--- config.mk ---
export PLATFORM = sky130hd
export DESIGN_NAME = ifm_bank_writer_cu
export DESIGN_NICKNAME = d
export VERILOG_FILES = /design/src/rtl/ifm_bank_writer_cu.sv
export SDC_FILE = /design/constraint.sdc
export NUM_CORES = 1
export LEC_CHECK = 0
export BUFFER_PORTS_ARGS = -buffer_cell sky130_fd_sc_hd__buf_2
export CAP_MARGIN = 0
export CORE_MARGIN = 4
export CORE_UTILIZATION = 48
export CTS_BUF_LIST = sky130_fd_sc_hd__clkbuf_16
export CTS_CLUSTER_SIZE = 16
export DETAILED_ROUTE_END_ITERATION = 8
export GPL_TIMING_DRIVEN = 0
export PLACE_DENSITY = 0.75
export SYNTH_ARGS = -nofsm -noshare
export SYNTH_HDL_FRONTEND = slang
export SYNTH_SLANG_ARGS = --single-unit
--- constraint.sdc ---
create_clock -name clk -period 1.9 [get_ports clk]
set_input_delay 0.095 -clock clk [delete_from_list [all_inputs] [get_ports clk]]
set_output_delay 0.095 -clock clk [all_outputs]
set_load 0.02 [all_outputs]
--- src/rtl/ifm_bank_writer_cu.sv ---
// ifm_bank_writer_cu: upstream-side writer for the multi-bank IFM buffer.
// Streams pixels into one bank at a time and hands each filled bank to the
// convolution consumer. It waits for the consumer's end/ready handshake so
// that no bank still being re-read across filter passes is overwritten.
//
// Ports:
//   clk, reset          clock; asynchronous active-high reset
//   in_valid/in_data    pixel stream from the previous layer
//   in_ready            pixel accepted when in_valid & in_ready (depends on state only)
//   mem_write_*         registered bank write strobe/address/data (1-cycle latency)
//   bank_sel_write      bank being filled; advances once per handoff
//   start_to_next       one-cycle pulse: bank bank_sel_write is complete
//   end_from_next       consumer idle / able to take a start
//   next_ready          consumer is in filter pass 0
//   image_done          one-cycle pulse with the handoff of the last bank
//   stall_cycles        present only with BANK_WRITER_STALL_CNT_EN: saturating count
//                       of cycles with in_valid=1 and in_ready=0
//
// Optional feature macro: BANK_WRITER_STALL_CNT_EN
module ifm_bank_writer_cu #(
  parameter int DATA_WIDTH        = 32,
  parameter int IFM_SIZE          = 13,
  parameter int NUM_BANKS         = 6,
  parameter int NUMBER_OF_FILTERS = 28,
  parameter int ADDRESS_SIZE_IFM  = $clog2(IFM_SIZE*IFM_SIZE),
  parameter int BANK_SEL_WIDTH    = $clog2(NUM_BANKS)
) (
  input  logic                        clk,
  input  logic                        reset,
  input  logic                        in_valid,
  input  logic [DATA_WIDTH-1:0]       in_data,
  output logic                        in_ready,
  output logic                        mem_write_enable,
  output logic [ADDRESS_SIZE_IFM-1:0] mem_write_address,
  output logic [DATA_WIDTH-1:0]       mem_write_data,
  output logic [BANK_SEL_WIDTH-1:0]   bank_sel_write,
  output logic                        start_to_next,
  input  logic                        end_from_next,
  input  logic                        next_ready,
  output logic                        image_done
`ifdef BANK_WRITER_STALL_CNT_EN
  ,
  output logic [31:0]                 stall_cycles
`endif
);

  typedef enum logic [1:0] {
    ST_WRITE    = 2'd0,
    ST_WAIT_END = 2'd1,
    ST_GUARD    = 2'd2,
    ST_DRAIN    = 2'd3
  } state_t;

  localparam logic [ADDRESS_SIZE_IFM-1:0] ADDR_LAST = ADDRESS_SIZE_IFM'(IFM_SIZE*IFM_SIZE-1);
  localparam logic [BANK_SEL_WIDTH-1:0]   BANK_LAST = BANK_SEL_WIDTH'(NUM_BANKS-1);
  // With a single filter pass the consumer never drops next_ready, so
  // there is no busy period to observe before releasing the writer.
  localparam bit SINGLE_PASS = (NUMBER_OF_FILTERS == 1);

  state_t                      state_q, state_d;
  logic [ADDRESS_SIZE_IFM-1:0] addr_q, addr_d;
  logic [BANK_SEL_WIDTH-1:0]   bank_q, bank_d;
  logic                        seen_busy_q, seen_busy_d;
  logic                        we_q, we_d;
  logic [ADDRESS_SIZE_IFM-1:0] waddr_q, waddr_d;
  logic [DATA_WIDTH-1:0]       wdata_q, wdata_d;

  always_comb begin
    state_d       = state_q;
    addr_d        = addr_q;
    bank_d        = bank_q;
    seen_busy_d   = seen_busy_q;
    we_d          = 1'b0;
    waddr_d       = waddr_q;
    wdata_d       = wdata_q;
    in_ready      = 1'b0;
    start_to_next = 1'b0;
    image_done    = 1'b0;

    case (state_q)
      ST_WRITE: begin
        in_ready = 1'b1;
        if (in_valid) begin
          we_d    = 1'b1;
          waddr_d = addr_q;
          wdata_d = in_data;
          if (addr_q == ADDR_LAST) begin
            addr_d  = '0;
            state_d = ST_WAIT_END;
          end else begin
            addr_d = addr_q + 1'b1;
          end
        end
      end

      ST_WAIT_END: begin
        if (end_from_next) begin
          start_to_next = 1'b1;
          image_done    = (bank_q == BANK_LAST);
          state_d       = ST_GUARD;
        end
      end

      // The consumer drops end_from_next one cycle after seeing the start;
      // this cycle keeps that stale high from being taken as a second start.
      ST_GUARD: begin
        if (bank_q == BANK_LAST) begin
          bank_d  = '0;
          state_d = ST_DRAIN;
        end else begin
          bank_d  = bank_q + 1'b1;
          state_d = ST_WRITE;
        end
      end

      // Bank 0 of the next image must not be touched until the consumer has
      // gone through its re-read passes (next_ready low) and come back idle.
      ST_DRAIN: begin
        if (!next_ready) begin
          seen_busy_d = 1'b1;
        end
        if ((seen_busy_q || SINGLE_PASS) && next_ready && end_from_next) begin
          seen_busy_d = 1'b0;
          state_d     = ST_WRITE;
        end
      end

      default: begin
        state_d = ST_WRITE;
      end
    endcase
  end

  always_ff @(posedge clk or posedge reset) begin
    if (reset) begin
      state_q     <= ST_WRITE;
      addr_q      <= '0;
      bank_q      <= '0;
      seen_busy_q <= 1'b0;
      we_q        <= 1'b0;
      waddr_q     <= '0;
      wdata_q     <= '0;
    end else begin
      state_q     <= state_d;
      addr_q      <= addr_d;
      bank_q      <= bank_d;
      seen_busy_q <= seen_busy_d;
      we_q        <= we_d;
      waddr_q     <= waddr_d;
      wdata_q     <= wdata_d;
    end
  end

  assign mem_write_enable  = we_q;
  assign mem_write_address = waddr_q;
  assign mem_write_data    = wdata_q;
  assign bank_sel_write    = bank_q;

`ifdef BANK_WRITER_STALL_CNT_EN
  logic [31:0] stall_q, stall_d;

  always_comb begin
    stall_d = stall_q;
    if (in_valid && !in_ready && (stall_q != 32'hFFFF_FFFF)) begin
      stall_d = stall_q + 32'd1;
    end
  end

  always_ff @(posedge clk or posedge reset) begin
    if (reset) begin
      stall_q <= '0;
    end else begin
      stall_q <= stall_d;
    end
  end

  assign stall_cycles = stall_q;
`endif

endmodule

# After elaboration in Yosys (flattened, before gate mapping)
# Cells that the tools add are included.
[word_totals] reg_bits=55 latch_bits=0 mem_bits_rw=0 mem_bits_ro=0 output_inout_bits=47 wordCells=42 mem_count=0
[classes] addsub=2 mul=0 div=0 magnitude_cmp=0 n_eq_ne=10 shifts=0 n_mux=17 n_bitwise=0 n_reduce_logical=6
[ops] cell="$mux 2" count=5
[ops] cell="$mux 1" count=9
[ops] cell="$add 8x1->8 const B" count=1
[ops] cell="$eq 8x8->1 const B" count=1
[ops] cell="$mux 8" count=1
[ops] cell="$ne 2x2->1 const B" count=4
[ops] cell="$pmux 2 s4" count=1
[ops] cell="$eq 2x2->1 const B" count=2
[ops] cell="$reduce_and 2->1" count=2
[ops] cell="$reduce_and 4->1" count=1
[ops] cell="$add 3x1->3 const B" count=1
[ops] cell="$eq 3x3->1 const B" count=1
[ops] cell="$mux 3" count=1
[ops] cell="$eq 2x1->1 const B" count=1
[ops] cell="$logic_and 1x1->1" count=2
[ops] cell="$logic_not 2->1" count=1
[ops] cell="$ne 2x1->1 const B" count=1

# Longest topological paths before layout
[depth] depth_word=4 ltp_mapped=5 ltp_nobuf=5

# Worst setup path before layout
# OpenSTA, ideal clock, no wires.
[synth_path] kind="reg-to-reg" from="register state_q[1]" to="register wdata_q[0] (netlist: mem_write_data[0])" arrival_time_ns=1.348 t_required_ns=1.775 setup_slack_ns=0.427 path_stages_with_launch=4 n_path_buf=1 period_less_slack_ns=1.473 path_cell_list="dfrtp_1 nor3b_2 buf_4 mux2_2"
[synth_via] elab_chain_cells=2
[synth_lines] element="start, declared" line="60" text="state_t state_q, state_d;"
[synth_lines] element="start signal, assigned" line="144" text="state_q <= state_d;"
[synth_lines] element="$logic_not 2->1" line="80" text="case (state_q)"
[synth_lines] element="$reduce_and 2->1 (no source line)"
[synth_lines] element="end signal, assigned" line="150" text="wdata_q <= wdata_d;"
[synth_lines] element="end, declared" line="66" text="logic [DATA_WIDTH-1:0] wdata_q, wdata_d;"
# No other way between the ends.
# A chain may end at the register's enable or synchronous reset.

# Worst setup path in the final report
[layout_path] from="register state_q[1]" to="register wdata_q[19] (netlist: mem_write_data[19])"
# Same word-level chain as after synthesis.

==> impl_results.md <==
- PortBufs: 83
- CTS tree: yes
- Skew-Pair Late Insertion Delay: 290 ps
- ANT cells: 0
- Seq/Total Area, Yosys: between 60% and 70%
- Die ar.: slightly below 6000 um2
- Comb pwr share: a little over a third
- Final Instance Area: 2890 um2
- Die W: 76.2 um
- Worst slew pin tran: 617 ps
- Internal power: 2.66 mW
- I/O Pins: 84
- Flops & latches, synth: 55
- Peak VDD IR: around 0.00069 V
- FILL cells: ~360
- Post-synth top cells: dfrtp_1 (55), mux2_2 (39), nand2_1 (10), o21ai_0 (6)
- Hold WC Path Type: primary input to flop
- Largest net degree at the start of global routing: 29
- Placed cell area: 2730 um2
- RSZ-0062 raised after global routing: false
- Switching Share: 35.5%
- First-pass DRT Iterations: 4
- Hold path start: next_ready
- Dominant cell by count in the synthesized netlist: dfrtp_1
- Core area: 4410 um2
- Remaining Overflow, GRT: 0
- Status: completed
- Fmax: 0.584 GHz
- Final GP Congestion: 0.780
- WP data required: 2070 ps
- Die Ht: 76.2 um
- Hold path cells: 2
- Cell Rows: 24
- Sw Pwr: 1.46 mW
- Fin Clk Skew: around 3 ps
- Final Max Slew Viols: 0
- Vias: 1529
- Net Count, Synth: 200
- R2R depth: 3
- Post-synth ARST share: 100%
- Layout cells sized above 1: 53.9%
- Critical Path Source Type: flop
- Via/cell ratio: 5.00
- Nets: 292
- Max Root-Sink Buffers: 2
- Initial Util: 50.5%
- Mapped Cells: ~160
- Count of cell types in the netlist: 32
- P_leak: 1.42 nW
- Reg2reg start: state_q[1]$_DFFE_PP0P_
- Reg2Reg Capture Point: mem_write_data[19]$_DFFE_PP0P_
- Reg2Reg Setup Slack: 190 ps
- DP HPWL: approximately 3300 um
- Drt wl/cell: 14.7 um
- GRT Util Overall: 15.7%
- Clock Tree Root: clkbuf_16
- Power Density: approximately 1400 nW/um2
- CP max FO: 10
- Non-Filler Instances: roughly 310
- CP arrival: 1880 ps
- Worst-path clk slew: around 60 ps
- Cell count after placement: 297
- Total CTS buffers: 5
- Final hold slack: about 25 ps
- Fin. Hold Viols: 0
- DRC viols: 0
- Fin crit period: roughly 1700 ps
- Sequential Power Share: about 44%
- Worst hold endpoint: seen_busy_q$_DFFE_PP0P_
- Crit Path Class: flop to flop
- Most used DFF post-synth: dfrtp_1
- Share of the synthesized area in the top cell type: between 60% and 70%
- Vias in the first global route: 1535
- Worst setup margin: 189 ps
- Routed WL: 4490 um
- Place WS: ~150 ps
- Endpoint class of the critical path: flop
- Leading area contributor after synthesis: dfrtp_1
- DRT iter0 DRCs: 43
- Total power: 4.12 mW
- H-tree depth: 2
- Mapped Avg Cell Area: 13.9 um2
- Final design utilization: 65.4%
- Post-Syn Area: 2230 um2
- Slew margin rel.: about 59%
- Synth top area cells: dfrtp_1 (62%), mux2_2 (20%), nand2_1 (1.7%)
- TNS Setup: 0 ps
- First-pass GRT wire length: 7470 um
- Antenna viol nets, final: 0
- Sink Count: 55
- Initial antenna violation count: 0
- Yosys warnings: 0
- EDFF count, synth: 0
- Final period util: 90.1%
- Clk pwr share: between 20% and 30%
- Layout area overhead: 29.3%
- Max cap viols: 0
- Final setup vio count: 0
## power by group through the flow
stage          clock network [mW]  logic [mW]  registers, mW
2_1_floorplan                   0       0.636           2.15
3_3_place_gp                    0        1.44           1.81
3_5_place_dp                    0        1.48           1.82
4_1_cts                     0.872        1.48           1.81
5_1_grt                     0.924        1.59           1.86
6_report                    0.855        1.46           1.81
## worst max-delay path, cell delays in order (launching register included)
cell	delay, ps
dfrtp_1	420
nor3b_2	520
buf_4	300
mux2_2	350
## how the worst max path moves through the flow
stage	startpoint	to	slack, ps
final	state_q[1]$_DFFE_PP0P_	mem_write_data[19]$_DFFE_PP0P_	190
after CTS	state_q[1]$_DFFE_PP0P_	mem_write_data[4]$_DFFE_PP0P_	130
after floorplan	state_q[1]$_DFFE_PP0P_	mem_write_data[0]$_DFFE_PP0P_	430
after global placement	reset	seen_busy_q$_DFFE_PP0P_	-220
after global routing	state_q[1]$_DFFE_PP0P_	mem_write_data[4]$_DFFE_PP0P_	60
after detailed placement	state_q[1]$_DFFE_PP0P_	mem_write_data[4]$_DFFE_PP0P_	150
## kinds of logic after synthesis
logic type                 after synthesis  synth area share, %
muxes                                   39                 19.7
xor gates and xnor gates                 5                 1.96
DFF                                     55                 61.7
adders and majority gates                2                 1.12
and+or+nand+nor                         34                 9.03
AOI/OAI and AO/OA                       14                 3.76
buffers and inverters                   12                 2.75
## final cells by class
type                            instances  area (um2)  area share (%)
Tap cell                               52        65.1            2.25
Sequential cell                        55        1380            47.7
Multi-Input combinational cell         94         800            27.7
Buffer                                  7        42.5            1.47
Clock buffer                            5         125            4.34
Inverter                                5        18.8           0.650
Clock inverter                          3        12.5           0.434
Timing Repair Buffer                   85         445            15.4
## layer usage
layer	vias to the layer above	global-route usage, %	routed length, um
met2	50	25.0	2170
li1	755	-	-
met1	719	20.4	1920
met3	5	5.56	356
met5	-	0	0
met4	0	4.20	44
## flip-flops by register name, summed over array words and instances (netlist names)
name and flops:
mem_write_address 8, seen_busy_q 1, state_q 2, mem_write_enable 1
bank_sel_write 3, addr_q 8, mem_write_data 32
## placed cells by master (no fill, tap or decap), types with 3 or more instances in the layout
cell type | Yosys | routed
buf_2 | 0 | 83
dfrtp_1 | 55 | 55
mux2_2 | 39 | 39
nand2_1 | 10 | 10
inv_1 | 5 | 6
o21ai_0 | 6 | 6
nor2_1 | 5 | 5
clkbuf_16 | 0 | 5
buf_4 | 4 | 4
or3_1 | 3 | 3
xnor2_1 | 3 | 3
a21oi_1 | 3 | 3
## repair_timing
action | in CTS | in global routing
endpoints found under the hold margin | 27 | 0
hold buffers | 1 | 0
buffers inserted | 0 | 0
endpoints found under the setup margin | 0 | 5
gates resized for setup | 0 | 1
(Power assumes the default switching activity.)
